**config.mk**
```make
export PLATFORM = sky130hd
export DESIGN_NAME = axi_lite_master_flat
export DESIGN_NICKNAME = d
export VERILOG_FILES = /design/src/rtl/axi_lite_master_if.sv /design/src/rtl/axi_lite_master.sv /design/src/flat_wrapper.sv
export SDC_FILE = /design/constraint.sdc
export NUM_CORES = 1
export LEC_CHECK = 0
export ABC_AREA = 1
export BUFFER_PORTS_ARGS = -buffer_cell sky130_fd_sc_hd__clkbuf_2
export CORE_MARGIN = 2
export CORE_UTILIZATION = 35
export DETAILED_ROUTE_END_ITERATION = 10
export GPL_TIMING_DRIVEN = 0
export SETUP_SLACK_MARGIN = 0.05
export SLEW_MARGIN = 20
export SYNTH_ARGS = -nofsm -noshare
export SYNTH_HDL_FRONTEND = slang
export SYNTH_SLANG_ARGS = --single-unit
```
**constraint.sdc**
```tcl
create_clock -name clk_i -period 3.83 [get_ports clk_i]
set_input_delay 0.1915 -clock clk_i [delete_from_list [all_inputs] [get_ports clk_i]]
set_output_delay 0.1915 -clock clk_i [all_outputs]
set_load 0.01 [all_outputs]
```
**src/rtl/axi_lite_master_if.sv**
```systemverilog
// AXI-Lite channel bundle between an initiator and a register slave.
// Master drives address/data/ready-for-response; slave drives the rest.
interface axi_lite_master_if #(
  parameter int unsigned DATA_WIDTH = 32,
  parameter int unsigned ADDR_WIDTH = 4
);
  localparam int unsigned STRB_WIDTH = DATA_WIDTH / 8;

  logic [ADDR_WIDTH-1:0] aw_addr;
  logic                  aw_valid;
  logic                  aw_ready;

  logic [DATA_WIDTH-1:0] w_data;
  logic [STRB_WIDTH-1:0] w_strb;
  logic                  w_valid;
  logic                  w_ready;

  logic [1:0]            b_resp;
  logic                  b_valid;
  logic                  b_ready;

  logic [ADDR_WIDTH-1:0] ar_addr;
  logic                  ar_valid;
  logic                  ar_ready;

  logic [DATA_WIDTH-1:0] r_data;
  logic [1:0]            r_resp;
  logic                  r_valid;
  logic                  r_ready;

  modport master (
    output aw_addr, aw_valid, w_data, w_strb, w_valid, b_ready, ar_addr, ar_valid, r_ready,
    input  aw_ready, w_ready, b_resp, b_valid, ar_ready, r_data, r_resp, r_valid
  );

  modport slave (
    input  aw_addr, aw_valid, w_data, w_strb, w_valid, b_ready, ar_addr, ar_valid, r_ready,
    output aw_ready, w_ready, b_resp, b_valid, ar_ready, r_data, r_resp, r_valid
  );
endinterface

```
**src/rtl/axi_lite_master.sv**
```systemverilog
// Single-outstanding AXI-Lite initiator: one command in, one AXI transaction out,
// one response back. All AXI outputs are registered; no AXI input reaches an AXI output.
module axi_lite_master #(
  parameter int unsigned DATA_WIDTH = 32,
  parameter int unsigned ADDR_WIDTH = 4,
  localparam int unsigned STRB_WIDTH = DATA_WIDTH / 8
) (
  input  logic                  clk_i,
  input  logic                  rst_i,
  axi_lite_master_if.master     axi_l,
  input  logic                  cmd_valid_i,
  output logic                  cmd_ready_o,
  input  logic                  cmd_write_i,
  input  logic [ADDR_WIDTH-1:0] cmd_addr_i,
  input  logic [DATA_WIDTH-1:0] cmd_wdata_i,
  input  logic [STRB_WIDTH-1:0] cmd_wstrb_i,
  output logic                  rsp_valid_o,
  input  logic                  rsp_ready_i,
  output logic                  rsp_write_o,
  output logic [DATA_WIDTH-1:0] rsp_rdata_o,
  output logic [1:0]            rsp_resp_o,
  output logic                  busy_o
);

  typedef enum logic [2:0] {
    StIdle,
    StWrite,
    StWresp,
    StRead,
    StRdata,
    StResp
  } state_e;

  state_e                state_q;
  logic                  aw_valid_q;
  logic                  w_valid_q;
  logic                  b_ready_q;
  logic                  ar_valid_q;
  logic                  r_ready_q;
  logic [ADDR_WIDTH-1:0] addr_q;
  logic [DATA_WIDTH-1:0] wdata_q;
  logic [STRB_WIDTH-1:0] wstrb_q;
  logic                  rsp_valid_q;
  logic                  rsp_write_q;
  logic [DATA_WIDTH-1:0] rsp_rdata_q;
  logic [1:0]            rsp_resp_q;

  // A channel counts as done once its valid is already low or handshakes this cycle.
  logic aw_done;
  logic w_done;
  assign aw_done = !aw_valid_q || axi_l.aw_ready;
  assign w_done  = !w_valid_q  || axi_l.w_ready;

  always_ff @(posedge clk_i or posedge rst_i) begin
    if (rst_i) begin
      state_q     <= StIdle;
      aw_valid_q  <= 1'b0;
      w_valid_q   <= 1'b0;
      b_ready_q   <= 1'b0;
      ar_valid_q  <= 1'b0;
      r_ready_q   <= 1'b0;
      addr_q      <= '0;
      wdata_q     <= '0;
      wstrb_q     <= '0;
      rsp_valid_q <= 1'b0;
      rsp_write_q <= 1'b0;
      rsp_rdata_q <= '0;
      rsp_resp_q  <= 2'b00;
    end else begin
      unique case (state_q)
        StIdle: begin
          if (cmd_valid_i) begin
            addr_q  <= cmd_addr_i;
            wdata_q <= cmd_wdata_i;
            wstrb_q <= cmd_wstrb_i;
            if (cmd_write_i) begin
              aw_valid_q <= 1'b1;
              w_valid_q  <= 1'b1;
              state_q    <= StWrite;
            end else begin
              ar_valid_q <= 1'b1;
              state_q    <= StRead;
            end
          end
        end
        StWrite: begin
          if (aw_valid_q && axi_l.aw_ready) aw_valid_q <= 1'b0;
          if (w_valid_q && axi_l.w_ready)   w_valid_q  <= 1'b0;
          if (aw_done && w_done) begin
            b_ready_q <= 1'b1;
            state_q   <= StWresp;
          end
        end
        StWresp: begin
          if (axi_l.b_valid) begin
            rsp_resp_q  <= axi_l.b_resp;
            rsp_write_q <= 1'b1;
            rsp_rdata_q <= '0;
            rsp_valid_q <= 1'b1;
            b_ready_q   <= 1'b0;
            state_q     <= StResp;
          end
        end
        StRead: begin
          if (axi_l.ar_ready) begin
            ar_valid_q <= 1'b0;
            r_ready_q  <= 1'b1;
            state_q    <= StRdata;
          end
        end
        StRdata: begin
          if (axi_l.r_valid) begin
            rsp_resp_q  <= axi_l.r_resp;
            rsp_write_q <= 1'b0;
            rsp_rdata_q <= axi_l.r_data;
            rsp_valid_q <= 1'b1;
            r_ready_q   <= 1'b0;
            state_q     <= StResp;
          end
        end
        StResp: begin
          if (rsp_ready_i) begin
            rsp_valid_q <= 1'b0;
            state_q     <= StIdle;
          end
        end
        default: state_q <= StIdle;
      endcase
    end
  end

  assign axi_l.aw_addr  = addr_q;
  assign axi_l.aw_valid = aw_valid_q;
  assign axi_l.w_data   = wdata_q;
  assign axi_l.w_strb   = wstrb_q;
  assign axi_l.w_valid  = w_valid_q;
  assign axi_l.b_ready  = b_ready_q;
  assign axi_l.ar_addr  = addr_q;
  assign axi_l.ar_valid = ar_valid_q;
  assign axi_l.r_ready  = r_ready_q;

  // Held low during reset so no command is taken while state is being cleared.
  assign cmd_ready_o = (state_q == StIdle) && !rst_i;
  assign busy_o      = (state_q != StIdle);
  assign rsp_valid_o = rsp_valid_q;
  assign rsp_write_o = rsp_write_q;
  assign rsp_rdata_o = rsp_rdata_q;
  assign rsp_resp_o  = rsp_resp_q;

endmodule

```
**src/flat_wrapper.sv**
```systemverilog
// flat-port wrapper written by rule: the top's interface ports become plain ports
module axi_lite_master_flat 
#(
  parameter int unsigned DATA_WIDTH = 32,
  parameter int unsigned ADDR_WIDTH = 4,
  localparam int unsigned STRB_WIDTH = DATA_WIDTH / 8
)
  (clk_i, rst_i, cmd_valid_i, cmd_ready_o, cmd_write_i, cmd_addr_i, cmd_wdata_i, cmd_wstrb_i, rsp_valid_o, rsp_ready_i, rsp_write_o, rsp_rdata_o, rsp_resp_o, busy_o, axi_l_aw_addr, axi_l_aw_valid, axi_l_w_data, axi_l_w_strb, axi_l_w_valid, axi_l_b_ready, axi_l_ar_addr, axi_l_ar_valid, axi_l_r_ready, axi_l_aw_ready, axi_l_w_ready, axi_l_b_resp, axi_l_b_valid, axi_l_ar_ready, axi_l_r_data, axi_l_r_resp, axi_l_r_valid);
  axi_lite_master_if #(.DATA_WIDTH(DATA_WIDTH), .ADDR_WIDTH(ADDR_WIDTH)) axi_l_i ();
  input  logic clk_i;
  input  logic rst_i;
  input  logic cmd_valid_i;
  output logic cmd_ready_o;
  input  logic cmd_write_i;
  input  logic [ADDR_WIDTH-1:0] cmd_addr_i;
  input  logic [DATA_WIDTH-1:0] cmd_wdata_i;
  input  logic [STRB_WIDTH-1:0] cmd_wstrb_i;
  output logic rsp_valid_o;
  input  logic rsp_ready_i;
  output logic rsp_write_o;
  output logic [DATA_WIDTH-1:0] rsp_rdata_o;
  output logic [1:0] rsp_resp_o;
  output logic busy_o;
  output wire logic [$bits(axi_l_i.aw_addr)-1:0] axi_l_aw_addr;
  output wire logic [$bits(axi_l_i.aw_valid)-1:0] axi_l_aw_valid;
  output wire logic [$bits(axi_l_i.w_data)-1:0] axi_l_w_data;
  output wire logic [$bits(axi_l_i.w_strb)-1:0] axi_l_w_strb;
  output wire logic [$bits(axi_l_i.w_valid)-1:0] axi_l_w_valid;
  output wire logic [$bits(axi_l_i.b_ready)-1:0] axi_l_b_ready;
  output wire logic [$bits(axi_l_i.ar_addr)-1:0] axi_l_ar_addr;
  output wire logic [$bits(axi_l_i.ar_valid)-1:0] axi_l_ar_valid;
  output wire logic [$bits(axi_l_i.r_ready)-1:0] axi_l_r_ready;
  input wire logic [$bits(axi_l_i.aw_ready)-1:0] axi_l_aw_ready;
  input wire logic [$bits(axi_l_i.w_ready)-1:0] axi_l_w_ready;
  input wire logic [$bits(axi_l_i.b_resp)-1:0] axi_l_b_resp;
  input wire logic [$bits(axi_l_i.b_valid)-1:0] axi_l_b_valid;
  input wire logic [$bits(axi_l_i.ar_ready)-1:0] axi_l_ar_ready;
  input wire logic [$bits(axi_l_i.r_data)-1:0] axi_l_r_data;
  input wire logic [$bits(axi_l_i.r_resp)-1:0] axi_l_r_resp;
  input wire logic [$bits(axi_l_i.r_valid)-1:0] axi_l_r_valid;
  assign axi_l_aw_addr = axi_l_i.aw_addr;
  assign axi_l_aw_valid = axi_l_i.aw_valid;
  assign axi_l_w_data = axi_l_i.w_data;
  assign axi_l_w_strb = axi_l_i.w_strb;
  assign axi_l_w_valid = axi_l_i.w_valid;
  assign axi_l_b_ready = axi_l_i.b_ready;
  assign axi_l_ar_addr = axi_l_i.ar_addr;
  assign axi_l_ar_valid = axi_l_i.ar_valid;
  assign axi_l_r_ready = axi_l_i.r_ready;
  assign axi_l_i.aw_ready = axi_l_aw_ready;
  assign axi_l_i.w_ready = axi_l_w_ready;
  assign axi_l_i.b_resp = axi_l_b_resp;
  assign axi_l_i.b_valid = axi_l_b_valid;
  assign axi_l_i.ar_ready = axi_l_ar_ready;
  assign axi_l_i.r_data = axi_l_r_data;
  assign axi_l_i.r_resp = axi_l_r_resp;
  assign axi_l_i.r_valid = axi_l_r_valid;
  axi_lite_master #(.DATA_WIDTH(DATA_WIDTH), .ADDR_WIDTH(ADDR_WIDTH)) u_core (.clk_i(clk_i), .rst_i(rst_i), .axi_l(axi_l_i), .cmd_valid_i(cmd_valid_i), .cmd_ready_o(cmd_ready_o), .cmd_write_i(cmd_write_i), .cmd_addr_i(cmd_addr_i), .cmd_wdata_i(cmd_wdata_i), .cmd_wstrb_i(cmd_wstrb_i), .rsp_valid_o(rsp_valid_o), .rsp_ready_i(rsp_ready_i), .rsp_write_o(rsp_write_o), .rsp_rdata_o(rsp_rdata_o), .rsp_resp_o(rsp_resp_o), .busy_o(busy_o));
endmodule
```
==> key figures <==
Run status
  • Status: completed

Layout
  • N_diodes: 0
  • Layout cells sized above 1: 0.359
  • Final net count: 685
  • Area growth syn-to-layout: 36.4%
  • Finished layout cell area: 4810 µm²

Die
  • Starting Density: 0.361
  • Chip width: 104 µm
  • Die Span Y: 104 µm
  • Die area: 10900 µm²
  • Core ar.: 9770 µm²
  • Row cnt: 36
  • Top-Level Pins: 173

Worst hold path
  • HP Class: input pin to register
  • HP Start: cmd_wdata_i[13]
  • Hold depth: 3
  • Hold EP: u_core.axi_l.w_data[13]

STA
  • Hold Fails Final Rpt: 0
  • Tightest Pin Transition: 0.498 ns
  • Fin crit period: 1.86 ns
  • Final Skew: 0.00900 ns
  • Part of the cycle the worst path needs: 0.485
  • FMAX: 0.539 GHz
  • Max Slew Vio Count: 0
  • Slew headroom: 0.668
  • Unrepaired setup endpoints after global routing: false
  • Worst hold slack: 0.0364 ns
  • Final TNS setup: 0 ns
  • Setup violators final: 0

Critical path
  • Reg-to-Reg Start: u_core.state_q[1]
  • CP required: 3.64 ns
  • Startpoint Class: register
  • R2r endpoint: u_core.axi_l.w_data[25]
  • Critical-path maximum fanout: 10
  • CP startpoint: u_core.state_q[1]
  • CP Class: register to output pin
  • Worst setup EP type: output pin
  • Reg2Reg Setup Slack: 2.36 ns
  • Cells on worst reg2reg path: 7
  • Critical path data arrival time: 1.66 ns

Placement
  • Placed Area: 4590 µm²
  • Post-DP HPWL: 7020 µm
  • RePlAce Congestion: 0.811
  • I/O Buffers: 172

Pwr
  • Cell Pwr Density: 786 nW/µm²
  • Worst vdd ir: 0.302 mV
  • Total power: 3780 µW
  • Leakage: 0.00287 µW

Clocking
  • CTS tree: done
  • Post-CTS sizing: 0
  • Clock-pin slew on the worst setup and hold paths: 0.08 ns
  • Worst-Skew Late Latency: 0.35 ns
  • Clock Sinks: 84
  • Inserted Clock Buffers: 9
  • H-tree Lvls: 3
  • Clk buf depth: 2
  • Clock root cell: clkbuf_8

Synthesis
  • Syn Inst Count: 414
  • #FFs+latches synth: 84
  • Synth cell count leaders: nand2_1, dfrtp_1, o21ai_0
  • YS warnings: 0
  • Most frequent cell after synthesis: nand2_1
  • Async set-or-reset flop fraction in the synthesized netlist: 1.00
  • Syn nets: 500
  • Post-synth EDFFs: 0
  • Avg Cell Area, Syn: 8.52 µm²
  • Post-synthesis sequential area ratio: 0.596
  • Synth unique cells: 22
  • Share of the synthesized area in the top cell type: 0.596
  • Synthesized cell area: 3530 µm²
  • Synth Flop Type: dfrtp_1
  • Top cells by area, synth: dfrtp_1, nand2_1, o21ai_0, buf_2, inv_1
  • Dominant cell type by area after synthesis: dfrtp_1

Flow run
  • Max-cap violation count: 0

Detailed routing
  • Final WL: 9130 µm
  • Via count: 3203
  • Pre-Repair DR Iteration Count: 4
  • Initial drt markers: 120
  • Vias/cell: 4.35
  • Residual DRC: 0
  • Post-DRT Antenna Nets: 0
  • WL per Instance: 12.4 µm

Global route
  • Initial antenna violation count: 0
  • Largest net degree at the start of global routing: 49
  • Grt ovf: 0
  • GRT Total Usage: 0.176
  • Vias in the first global route: 3227
  • First-pass GRT wire length: 15500 µm
-- kinds of logic after synthesis --
| kind of cell | Yosys count | synth area share |
|---|---|---|
| AOI/OAI and AO/OA | 46 | 0.0681 |
| buffers and inverters | 43 | 0.0631 |
| DFF | 84 | 0.596 |
| and+or+nand+nor | 241 | 0.273 |
-- per-layer routing --
layer,wire length (µm),GRT usage,vias up
li1,-,-,1647
met1,4040,0.226,1447
met2,4300,0.280,99
met3,667,0.0551,10
met4,127,0.0627,0
met5,0,0,-
-- timing repair --
action / in CTS / in global routing
endpoints found under the hold margin: 36 / 0
endpoints found under the setup margin: 0 / 0
buffers inserted: 0 / 0
hold buffers: 1 / 0
-- final cells by class --
class                   count  area, µm²
plain buffers              25        155
clock buffers              13        149
clock inverters             3       68.8
fillers                  1038       4960
inverters                  18       70.1
multi-input cells         287       1200
flip-flops and latches     84       2100
well taps                 133        166
repair buffers            174        898
-- how the worst max path moves through the flow --
| stage | depth (start not counted) | to | slack, ns |
|---|---|---|---|
| 5_1_grt | 7 | cmd_ready_o | 1.87 |
| 4_1_cts | 7 | cmd_ready_o | 1.94 |
| 3_3_place_gp | 2 | u_core.axi_l.w_valid | 0.40 |
| 2_1_floorplan | 1 | u_core.axi_l.ar_addr[0] | 1.47 |
| 6_report | 7 | cmd_ready_o | 1.97 |
| 3_5_place_dp | 7 | u_core.axi_l.w_data[25] | 2.31 |
-- through the flow --
step / util / cells / setup WS (ns)
final: 0.492 / 737 / 1.97
after global routing: 0.492 / 737 / 1.87
after CTS: 0.492 / 737 / 1.94
after detailed placement: 0.469 / 720 / 2.31
after global placement: 0.466 / 719 / 0.399
after floorplan: - / 414 / 1.47
-- layout by cell type (no fill, tap or decap) --
master	n
a21o_1	1
a21oi_2	1
a31oi_1	1
buf_16	1
buf_2	13
buf_4	4
buf_6	4
bufinv_16	2
clkbuf_1	7
clkbuf_2	172
clkbuf_8	10
dfrtp_1	84
dlygate4sd3_1	1
inv_1	16
inv_2	1
inv_4	1
inv_6	1
nand2_1	214
nand2_2	2
nand2_4	1
nand3_1	8
nand3_4	1
nand4_1	3
nor2_1	7
nor2_2	2
nor2_4	1
nor3_1	2
o21ai_0	41
o22ai_1	2
-- report_power, final --
group          total, µW  internal, µW  switching (µW)
Combinational       1620           636             984
Clock                701           389             312
Sequential          1460          1260             200
Total               3780          2280            1500
-- registers in the layout, summed over array words and instances (netlist names), 2 cells and up --
register,count
u_core.axi_l.w_data,32
u_core.rsp_rdata_o,32
u_core.axi_l.ar_addr,4
u_core.axi_l.w_strb,4
u_core.state_q,3
u_core.rsp_resp_o,2
-- critical path, cell delays in order, from the launching register on --
cell      delay [ns]
dfrtp_1         0.36
buf_2           0.17
nor2_4          0.16
nand2_2         0.08
buf_6           0.14
buf_2           0.18
nor2_1          0.10
clkbuf_2        0.14
Note: power is estimated with default switching activity, not from simulation.
